File: src/rtl/aixh_mxc_upper_ptile_cell_pe_seq_if.sv
// aixh_mxc_upper_ptile_cell_pe_seq_if: job command, input word stream and PE control bundle of the PE sequencer
interface aixh_mxc_upper_ptile_cell_pe_seq_if #(parameter int LEN_BITS = 16);
  logic                cmd_valid, cmd_ready, cmd_afresh;
  logic [1:0]          cmd_prec;
  logic [LEN_BITS-1:0] cmd_len;
  logic                in_valid, in_ready;
  logic [63:0]         in_data, pe_iydata;
  logic                pe_cvt_enable, pe_half_sel, pe_mul_enable, pe_acc_enable, pe_acc_afresh;
  logic [1:0]          pe_cvt_mode, pe_acc_mode;
  logic [2:0]          pe_mul_mode;
  logic                done, err;
  modport master (
    output cmd_valid, cmd_prec, cmd_len, cmd_afresh, in_valid, in_data,
    input  cmd_ready, in_ready, pe_iydata, pe_cvt_enable, pe_half_sel, pe_cvt_mode,
           pe_mul_enable, pe_mul_mode, pe_acc_enable, pe_acc_afresh, pe_acc_mode, done, err
  );
  modport slave (
    input  cmd_valid, cmd_prec, cmd_len, cmd_afresh, in_valid, in_data,
    output cmd_ready, in_ready, pe_iydata, pe_cvt_enable, pe_half_sel, pe_cvt_mode,
           pe_mul_enable, pe_mul_mode, pe_acc_enable, pe_acc_afresh, pe_acc_mode, done, err
  );
endinterface

File: src/rtl/aixh_mxc_upper_ptile_cell_pe_seq.sv
// aixh_mxc_upper_ptile_cell_pe_seq: holds each input word on the PE for 2/4 passes with pipeline-aligned MAC/accumulate control
// Optional INT16 pass support: AIXH_MXC_PESEQ_INT16_EN (undefined: INT16 jobs flag err and run as zero-length)
`ifndef AIXH_MXC_UISPE_STAGES
`define AIXH_MXC_UISPE_STAGES 3
`endif
module aixh_mxc_upper_ptile_cell_pe_seq #(
  parameter int MSTAGES  = `AIXH_MXC_UISPE_STAGES - 1,
  parameter int LEN_BITS = 16
) (
  input logic aixh_core_clk2x,
  input logic aixh_core_rstn,
  aixh_mxc_upper_ptile_cell_pe_seq_if.slave io
);
  localparam int CW = $clog2(MSTAGES + 2);
`ifdef AIXH_MXC_PESEQ_INT16_EN
  localparam int PW = 2;
`else
  localparam int PW = 1;
`endif
  typedef enum logic [1:0] {S_IDLE, S_RUN, S_DRAIN, S_DONE} state_t;
  state_t              r_state;
  logic [LEN_BITS-1:0] r_rem;
  logic [1:0]          r_prec;
  logic                r_afresh, r_first, r_full;
  logic [PW-1:0]       r_pass;
  logic [63:0]         r_data;
  logic [2:0]          r_mul_mode;
  logic [MSTAGES:0]    r_dl_v;
  logic [MSTAGES:0][1:0] r_dl_m;
  logic [CW-1:0]       r_cnt;
  logic                w_run, w_issue, w_last, w_load, w_in_ready, w_err;
  logic [2:0]          w_code, w_mul_mode;
  logic [1:0]          w_acc_mode;
  logic [LEN_BITS-1:0] w_len;
  assign w_run      = r_state == S_RUN;
  assign w_issue    = w_run & r_full;
  assign w_in_ready = w_run & (r_rem != '0) & (!r_full | w_last);
  assign w_load     = io.in_valid & w_in_ready;
`ifdef AIXH_MXC_PESEQ_INT16_EN
  assign w_last     = w_issue & (r_prec[1] ? &r_pass : r_pass[0]);
  assign w_code     = r_prec[1] ? {1'b1, r_pass} : {1'b0, r_prec[0], r_pass[0]};
  assign w_mul_mode = !r_prec[1] ? {2'b00, r_prec[0]} :
                      r_pass == 2'd0 ? 3'b111 : r_pass == 2'd1 ? 3'b011 : r_pass == 2'd2 ? 3'b101 : 3'b001;
  assign w_acc_mode = !r_prec[1] ? 2'b00 : r_pass == 2'd0 ? 2'b00 : r_pass == 2'd3 ? 2'b10 : 2'b01;
  assign w_err      = 1'b0;
  assign w_len      = io.cmd_len;
`else
  assign w_last     = w_issue & r_pass[0];
  assign w_code     = {1'b0, r_prec[0], r_pass[0]};
  assign w_mul_mode = {2'b00, r_prec[0]};
  assign w_acc_mode = 2'b00;
  assign w_err      = r_first & r_prec[1];
  assign w_len      = io.cmd_prec[1] ? '0 : io.cmd_len;
`endif
  assign io.cmd_ready     = r_state == S_IDLE;
  assign io.in_ready      = w_in_ready;
  assign io.pe_iydata     = r_data;
  assign io.pe_cvt_enable = w_issue;
  assign io.pe_cvt_mode   = w_issue ? w_code[2:1] : 2'b00;
  assign io.pe_half_sel   = w_issue & w_code[0];
  assign io.pe_mul_enable = w_run | (r_state == S_DRAIN);
  assign io.pe_mul_mode   = r_mul_mode;
  assign io.pe_acc_enable = r_dl_v[MSTAGES];
  assign io.pe_acc_mode   = r_dl_m[MSTAGES];
  assign io.pe_acc_afresh = r_first & r_afresh;
  assign io.done          = r_state == S_DONE;
  assign io.err           = w_err;
  always_ff @(posedge aixh_core_clk2x or negedge aixh_core_rstn) begin
    if (!aixh_core_rstn) begin
      r_state    <= S_IDLE;
      r_rem      <= '0;
      r_prec     <= 2'b00;
      r_afresh   <= 1'b0;
      r_first    <= 1'b0;
      r_full     <= 1'b0;
      r_pass     <= '0;
      r_data     <= '0;
      r_mul_mode <= 3'b000;
      r_dl_v     <= '0;
      r_dl_m     <= '0;
      r_cnt      <= '0;
    end else begin
      r_first    <= 1'b0;
      r_mul_mode <= w_issue ? w_mul_mode : 3'b000;
      // issue-slot delay line; bubbles enter as invalid so they never accumulate
      r_dl_v     <= {r_dl_v[MSTAGES-1:0], w_issue};
      r_dl_m     <= {r_dl_m[MSTAGES-1:0], w_issue ? w_acc_mode : 2'b00};
      case (r_state)
        S_IDLE: if (io.cmd_valid) begin
          r_state  <= S_RUN;
          r_prec   <= io.cmd_prec;
          r_afresh <= io.cmd_afresh;
          r_rem    <= w_len;
          r_first  <= 1'b1;
        end
        S_RUN: if (r_rem == '0 && (!r_full || w_last)) begin
          r_state <= S_DRAIN;
          r_cnt   <= '0;
        end
        S_DRAIN: begin
          r_state <= r_cnt == CW'(MSTAGES) ? S_DONE : S_DRAIN;
          r_cnt   <= r_cnt + CW'(1);
        end
        default: r_state <= S_IDLE;
      endcase
      // reload during the last pass keeps one pass per cycle
      if (w_load) begin
        r_data <= io.in_data;
        r_full <= 1'b1;
        r_pass <= '0;
        r_rem  <= r_rem - LEN_BITS'(1);
      end else if (w_last) begin
        r_full <= 1'b0;
        r_pass <= '0;
      end else if (w_issue) begin
        r_pass <= r_pass + PW'(1);
      end
    end
  end
endmodule

File: src/flat_wrapper.sv
// flat-port wrapper written by rule: the top's interface ports become plain ports
module aixh_mxc_upper_ptile_cell_pe_seq_flat 
#(
  parameter int MSTAGES  = `AIXH_MXC_UISPE_STAGES - 1,
  parameter int LEN_BITS = 16
)
  (aixh_core_clk2x, aixh_core_rstn, io_cmd_valid, io_cmd_prec, io_cmd_len, io_cmd_afresh, io_in_valid, io_in_data, io_cmd_ready, io_in_ready, io_pe_iydata, io_pe_cvt_enable, io_pe_half_sel, io_pe_cvt_mode, io_pe_mul_enable, io_pe_mul_mode, io_pe_acc_enable, io_pe_acc_afresh, io_pe_acc_mode, io_done, io_err);
  aixh_mxc_upper_ptile_cell_pe_seq_if #(.LEN_BITS(LEN_BITS)) io_i ();
  input logic aixh_core_clk2x;
  input logic aixh_core_rstn;
  input wire logic [$bits(io_i.cmd_valid)-1:0] io_cmd_valid;
  input wire logic [$bits(io_i.cmd_prec)-1:0] io_cmd_prec;
  input wire logic [$bits(io_i.cmd_len)-1:0] io_cmd_len;
  input wire logic [$bits(io_i.cmd_afresh)-1:0] io_cmd_afresh;
  input wire logic [$bits(io_i.in_valid)-1:0] io_in_valid;
  input wire logic [$bits(io_i.in_data)-1:0] io_in_data;
  output wire logic [$bits(io_i.cmd_ready)-1:0] io_cmd_ready;
  output wire logic [$bits(io_i.in_ready)-1:0] io_in_ready;
  output wire logic [$bits(io_i.pe_iydata)-1:0] io_pe_iydata;
  output wire logic [$bits(io_i.pe_cvt_enable)-1:0] io_pe_cvt_enable;
  output wire logic [$bits(io_i.pe_half_sel)-1:0] io_pe_half_sel;
  output wire logic [$bits(io_i.pe_cvt_mode)-1:0] io_pe_cvt_mode;
  output wire logic [$bits(io_i.pe_mul_enable)-1:0] io_pe_mul_enable;
  output wire logic [$bits(io_i.pe_mul_mode)-1:0] io_pe_mul_mode;
  output wire logic [$bits(io_i.pe_acc_enable)-1:0] io_pe_acc_enable;
  output wire logic [$bits(io_i.pe_acc_afresh)-1:0] io_pe_acc_afresh;
  output wire logic [$bits(io_i.pe_acc_mode)-1:0] io_pe_acc_mode;
  output wire logic [$bits(io_i.done)-1:0] io_done;
  output wire logic [$bits(io_i.err)-1:0] io_err;
  assign io_i.cmd_valid = io_cmd_valid;
  assign io_i.cmd_prec = io_cmd_prec;
  assign io_i.cmd_len = io_cmd_len;
  assign io_i.cmd_afresh = io_cmd_afresh;
  assign io_i.in_valid = io_in_valid;
  assign io_i.in_data = io_in_data;
  assign io_cmd_ready = io_i.cmd_ready;
  assign io_in_ready = io_i.in_ready;
  assign io_pe_iydata = io_i.pe_iydata;
  assign io_pe_cvt_enable = io_i.pe_cvt_enable;
  assign io_pe_half_sel = io_i.pe_half_sel;
  assign io_pe_cvt_mode = io_i.pe_cvt_mode;
  assign io_pe_mul_enable = io_i.pe_mul_enable;
  assign io_pe_mul_mode = io_i.pe_mul_mode;
  assign io_pe_acc_enable = io_i.pe_acc_enable;
  assign io_pe_acc_afresh = io_i.pe_acc_afresh;
  assign io_pe_acc_mode = io_i.pe_acc_mode;
  assign io_done = io_i.done;
  assign io_err = io_i.err;
  aixh_mxc_upper_ptile_cell_pe_seq #(.MSTAGES(MSTAGES), .LEN_BITS(LEN_BITS)) u_core (.aixh_core_clk2x(aixh_core_clk2x), .aixh_core_rstn(aixh_core_rstn), .io(io_i));
endmodule
File: config.mk
export PLATFORM = sky130hd
export DESIGN_NAME = aixh_mxc_upper_ptile_cell_pe_seq_flat
export DESIGN_NICKNAME = d
export VERILOG_FILES = /design/src/rtl/aixh_mxc_upper_ptile_cell_pe_seq_if.sv /design/src/rtl/aixh_mxc_upper_ptile_cell_pe_seq.sv /design/src/flat_wrapper.sv
export SDC_FILE = /design/constraint.sdc
export NUM_CORES = 1
export LEC_CHECK = 0
export ABC_AREA = 1
export CELL_PAD_IN_SITES_DETAIL_PLACEMENT = 0
export CELL_PAD_IN_SITES_GLOBAL_PLACEMENT = 1
export CORE_UTILIZATION = 31
export DETAILED_ROUTE_END_ITERATION = 7
export PLACE_DENSITY_LB_ADDON = 0.1
export SYNTH_ARGS = -nofsm -noshare
export SYNTH_HDL_FRONTEND = slang
export SYNTH_SLANG_ARGS = --single-unit
File: constraint.sdc
create_clock -name aixh_core_clk2x -period 1.9 [get_ports aixh_core_clk2x]
set_input_delay 0.19 -clock aixh_core_clk2x [delete_from_list [all_inputs] [get_ports aixh_core_clk2x]]
set_output_delay 0.19 -clock aixh_core_clk2x [all_outputs]
set_load 0.02 [all_outputs]
==> metrics.md <==
| Metric | Value |
|---|---|
| CTS buffer count | 9 |
| Kind of critical path | reg2out |
| Slew Viols, Final | 0 |
| Worst endpoint required time | 1.71 ns |
| Synth Cell Area | approximately 0.0043 mm^2 |
| IO Port Bufs | around 160 |
| Post-synth top area cell | dfrtp_1 |
| Area post-placement | approximately 0.0063 mm^2 |
| Clock transition at path regs | ~0.06 ns |
| Pwr dens | about 1500 mW/mm^2 |
| Area contributors post-synth | dfrtp_1, nand2_1, inv_1 |
| Vias/cell | ~4.4 |
| Worst min path class | reg2reg |
| # IOs | about 170 |
| RSZ-0062 raised after global routing | yes |
| CTS tree | yes |
| Clock Latency Late Sink | between 0.3 and 0.4 ns |
| Chip Height | 120.3 um |
| Final hold viol count | 0 |
| Share of cells above drive strength 1 | a little under an eighth |
| Number of synthesized flops with an enable pin | 0 |
| Worst setup EP type | output port |
| Top-count cell post-synth | nand2_1 |
| FF+latch count, synth | between 90 and 100 |
| Die Area | between 0.01 and 0.015 mm^2 |
| Max Buffers Root-to-Sink | 2 |
| Crit-path max FO | 2 |
| Fin crit share | between 90% and 100% |
| Max-cap violations | 0 |
| Fillers | roughly 1.3k |
| Area Growth Syn to Fin | 58.90% |
| Endpoints failing setup | 0 |
| Synth top cells by count | nand2_1, dfrtp_1, inv_1 |
| First-pass GRT wire length | ~19000 um |
| Core area | roughly 0.013 mm^2 |
| # DRC | 0 |
| Core Rows | 42 |
| CTS Sinks | 94 |
| Root Driver | clkbuf_16 |
| R2r setup slk | 0.07 ns |
| Inst Count DP | a little under 900 |
| Async S/R FF share, synth | 100.0% |
| Final wirelength | approximately 12000 um |
| Largest net degree at the start of global routing | 95 |
| Post-route cell area | about 0.007 mm^2 |
| Area share of the largest cell type after synthesis | 54.26% |
| Register area | 0.002352 mm^2 |
| Via count | between 3k and 4k |
| Status | finished, final reports clean |
| Slew at the pin closest to its max-slew limit | approximately 0.52 ns |
| Fmax | 544.1 MHz |
| Main synth FF type | dfrtp_1 |
| Relative slew margins | around two thirds |
| Crit path DAT | approximately 1.7 ns |
| Chip width | approximately 120 um |
| DP HPWL | around 8100 um |
| Kind of start point of the critical path | flip-flop |
| Synth Warn # | 0 |
| Drt pass-1 iters | 4 |
| WL per Instance | roughly 14 um |
| Number of global-route vias before repair | around 3.8k |
| Min Clock Period, post-route | between 1.5 and 2 ns |
| GRT Util Overall | approximately 16% |
| Number of H-tree levels | 3 |
| Fin cells | ~910 |
| Synth cell types | 31 |
| Total Power | ~11 mW |
| Number of DRC markers in iteration 0 | between 200 and 250 |
| Initial Utilization | approximately 32% |
| Total Nets Final | 818 |
| Grt total ovfl | 0 |
| Avg Cell Area, Syn | 8.195 um^2 |
| ANT nets after route | 0 |
| Final Skew | 0.003700 ns |
| Reported leakage power | approximately 3.4 nW |
| Multi-input logic area | 0.001778 mm^2 |
| Sequential cell area fraction in the yosys report | approximately 54% |
| Worst vdd ir | between 0.7 and 0.8 mV |
| Initial antenna violation count | 0 |
| Cells after Synth | between 500 and 600 |
| Placer congestion estimate | ~0.76 |
| Diode count | 0 |
==> final timing paths <==
check / start / to / depth (start not counted)
min: u_core.r_dl_v[1] / u_core.r_dl_v[2] / 0
max: u_core.r_state[1] / io_in_ready / 10
min reg2reg: u_core.r_dl_v[1] / u_core.r_dl_v[2] / 0
max in group asynchronous: aixh_core_rstn / u_core.r_rem[4] / 3
max reg2reg: u_core.r_state[1] / u_core.io.pe_iydata[45] / 12
min in group asynchronous: aixh_core_rstn / u_core.io.pe_iydata[40] / 3
==> cell families (layout without fill, tap and decap cells) <==
kind of cell | after synthesis | count (layout) | share of synthesized area, %
and+or+nand+nor | 337 | 338 | 31.83
adders and majority gates | 7 | 7 | 2.020
buffers and inverters | 59 | 254 | 7.301
other | 1 | 5 | 0.08650
DFF | 94 | 94 | 54.26
AOI/OAI and AO/OA | 22 | 22 | 2.684
xor gates and xnor gates | 9 | 9 | 1.818
==> cell type report <==
class | count | share of cell area (%)
clock inverter | 3 | 0.2906
inverter | 36 | 1.998
clock buffer | 13 | 3.632
tap | 176 | 3.197
timing repair buffer | 202 | 30.93
multi-input combinational | 381 | 25.81
sequential | 94 | 34.14
==> critical path, stage by stage, from the launching register on <==
cell and delay (ns):
dfrtp_1 0.39, inv_2 0.08, ha_4 0.14, nand2_4 0.06
nor2_4 0.13, nor2_4 0.05, nor2_4 0.12, buf_6 0.11
nand2_4 0.07, inv_2 0.06, buf_6 0.10
==> metrics by stage <==
| stage | utilization, % | hold slack (ns) | setup TNS [ns] | worst slack (ns) |
|---|---|---|---|---|
| after CTS | 48.77 | 0.3492 | 0 | 0.02024 |
| after floorplan | - | -0.1056 | 0 | 0.1065 |
| after global placement | 46.76 | 0.2941 | 0 | 0.04542 |
| after global routing | 51.21 | 0.3562 | -2.183 | -0.06689 |
| after detailed placement | 46.76 | 0.2913 | 0 | 0.02291 |
| final | 51.21 | 0.3483 | 0 | 0.06222 |
==> cell usage in the layout, fill, tap and decap left out, types with 2 or more instances in the layout <==
master | synthesis | final
inv_1 | 34 | 32
buf_4 | 7 | 22
o21ai_1 | 5 | 5
buf_12 | 0 | 7
o21ai_0 | 13 | 10
inv_2 | 1 | 2
a21oi_1 | 2 | 2
nor2_1 | 28 | 25
conb_1 | 1 | 5
clkinvlp_4 | 0 | 2
buf_6 | 8 | 7
xor2_1 | 8 | 8
ha_1 | 7 | 5
nand3_4 | 1 | 2
clkbuf_16 | 0 | 15
nand3b_1 | 3 | 3
clkdlybuf4s50_1 | 0 | 154
o21ai_2 | 1 | 4
clkbuf_1 | 1 | 3
dlygate4sd2_1 | 0 | 4
nor3_1 | 3 | 2
nor2_4 | 2 | 4
nand3_2 | 1 | 2
nand2_2 | 2 | 6
dfrtp_1 | 94 | 94
nor2_2 | 2 | 3
nand2_4 | 1 | 3
nand3_1 | 21 | 20
nand2_1 | 270 | 264
==> repair_timing <==
item / in CTS / in global routing
hold buffers: 1 / 0
hold endpoints to repair: 94 / 0
pin swaps: 0 / 5
gates resized for setup: 10 / 37
setup buffers: 0 / 3
gates cloned: 0 / 9
endpoints found under the setup margin: 6 / 33
==> power breakdown <==
group	total, mW	leakage [nW]	internal, mW	switching, mW
Sequential	3.41	1.18	2.89	0.520
Clock	1.69	0.126	0.924	0.763
Combinational	5.41	2.13	2.55	2.86
==> registers in the layout, indices dropped and copies added (netlist names) <==
register,count
u_core.io.pe_iydata,64
u_core.r_rem,16
u_core.r_state,2
u_core.r_afresh,1
u_core.r_first,1
u_core.r_pass,1
u_core.r_prec,2
u_core.io.pe_mul_mode,1
u_core.r_full,1
u_core.r_cnt,2
u_core.r_dl_v,3
==> layer usage <==
metal  track usage [%]  vias to the layer above  routed length [um]  part of all wire, %
met2             25.57                      117                5616                   45
met5                 0                        -                   0                    0
met4             6.019                        0                 157                  1.3
li1                  -                     1988                   -                    -
met3             3.302                       12                 695                  5.6
met1             22.60                     1837                5881                   48
Note: power is estimated with default switching activity, not from simulation.
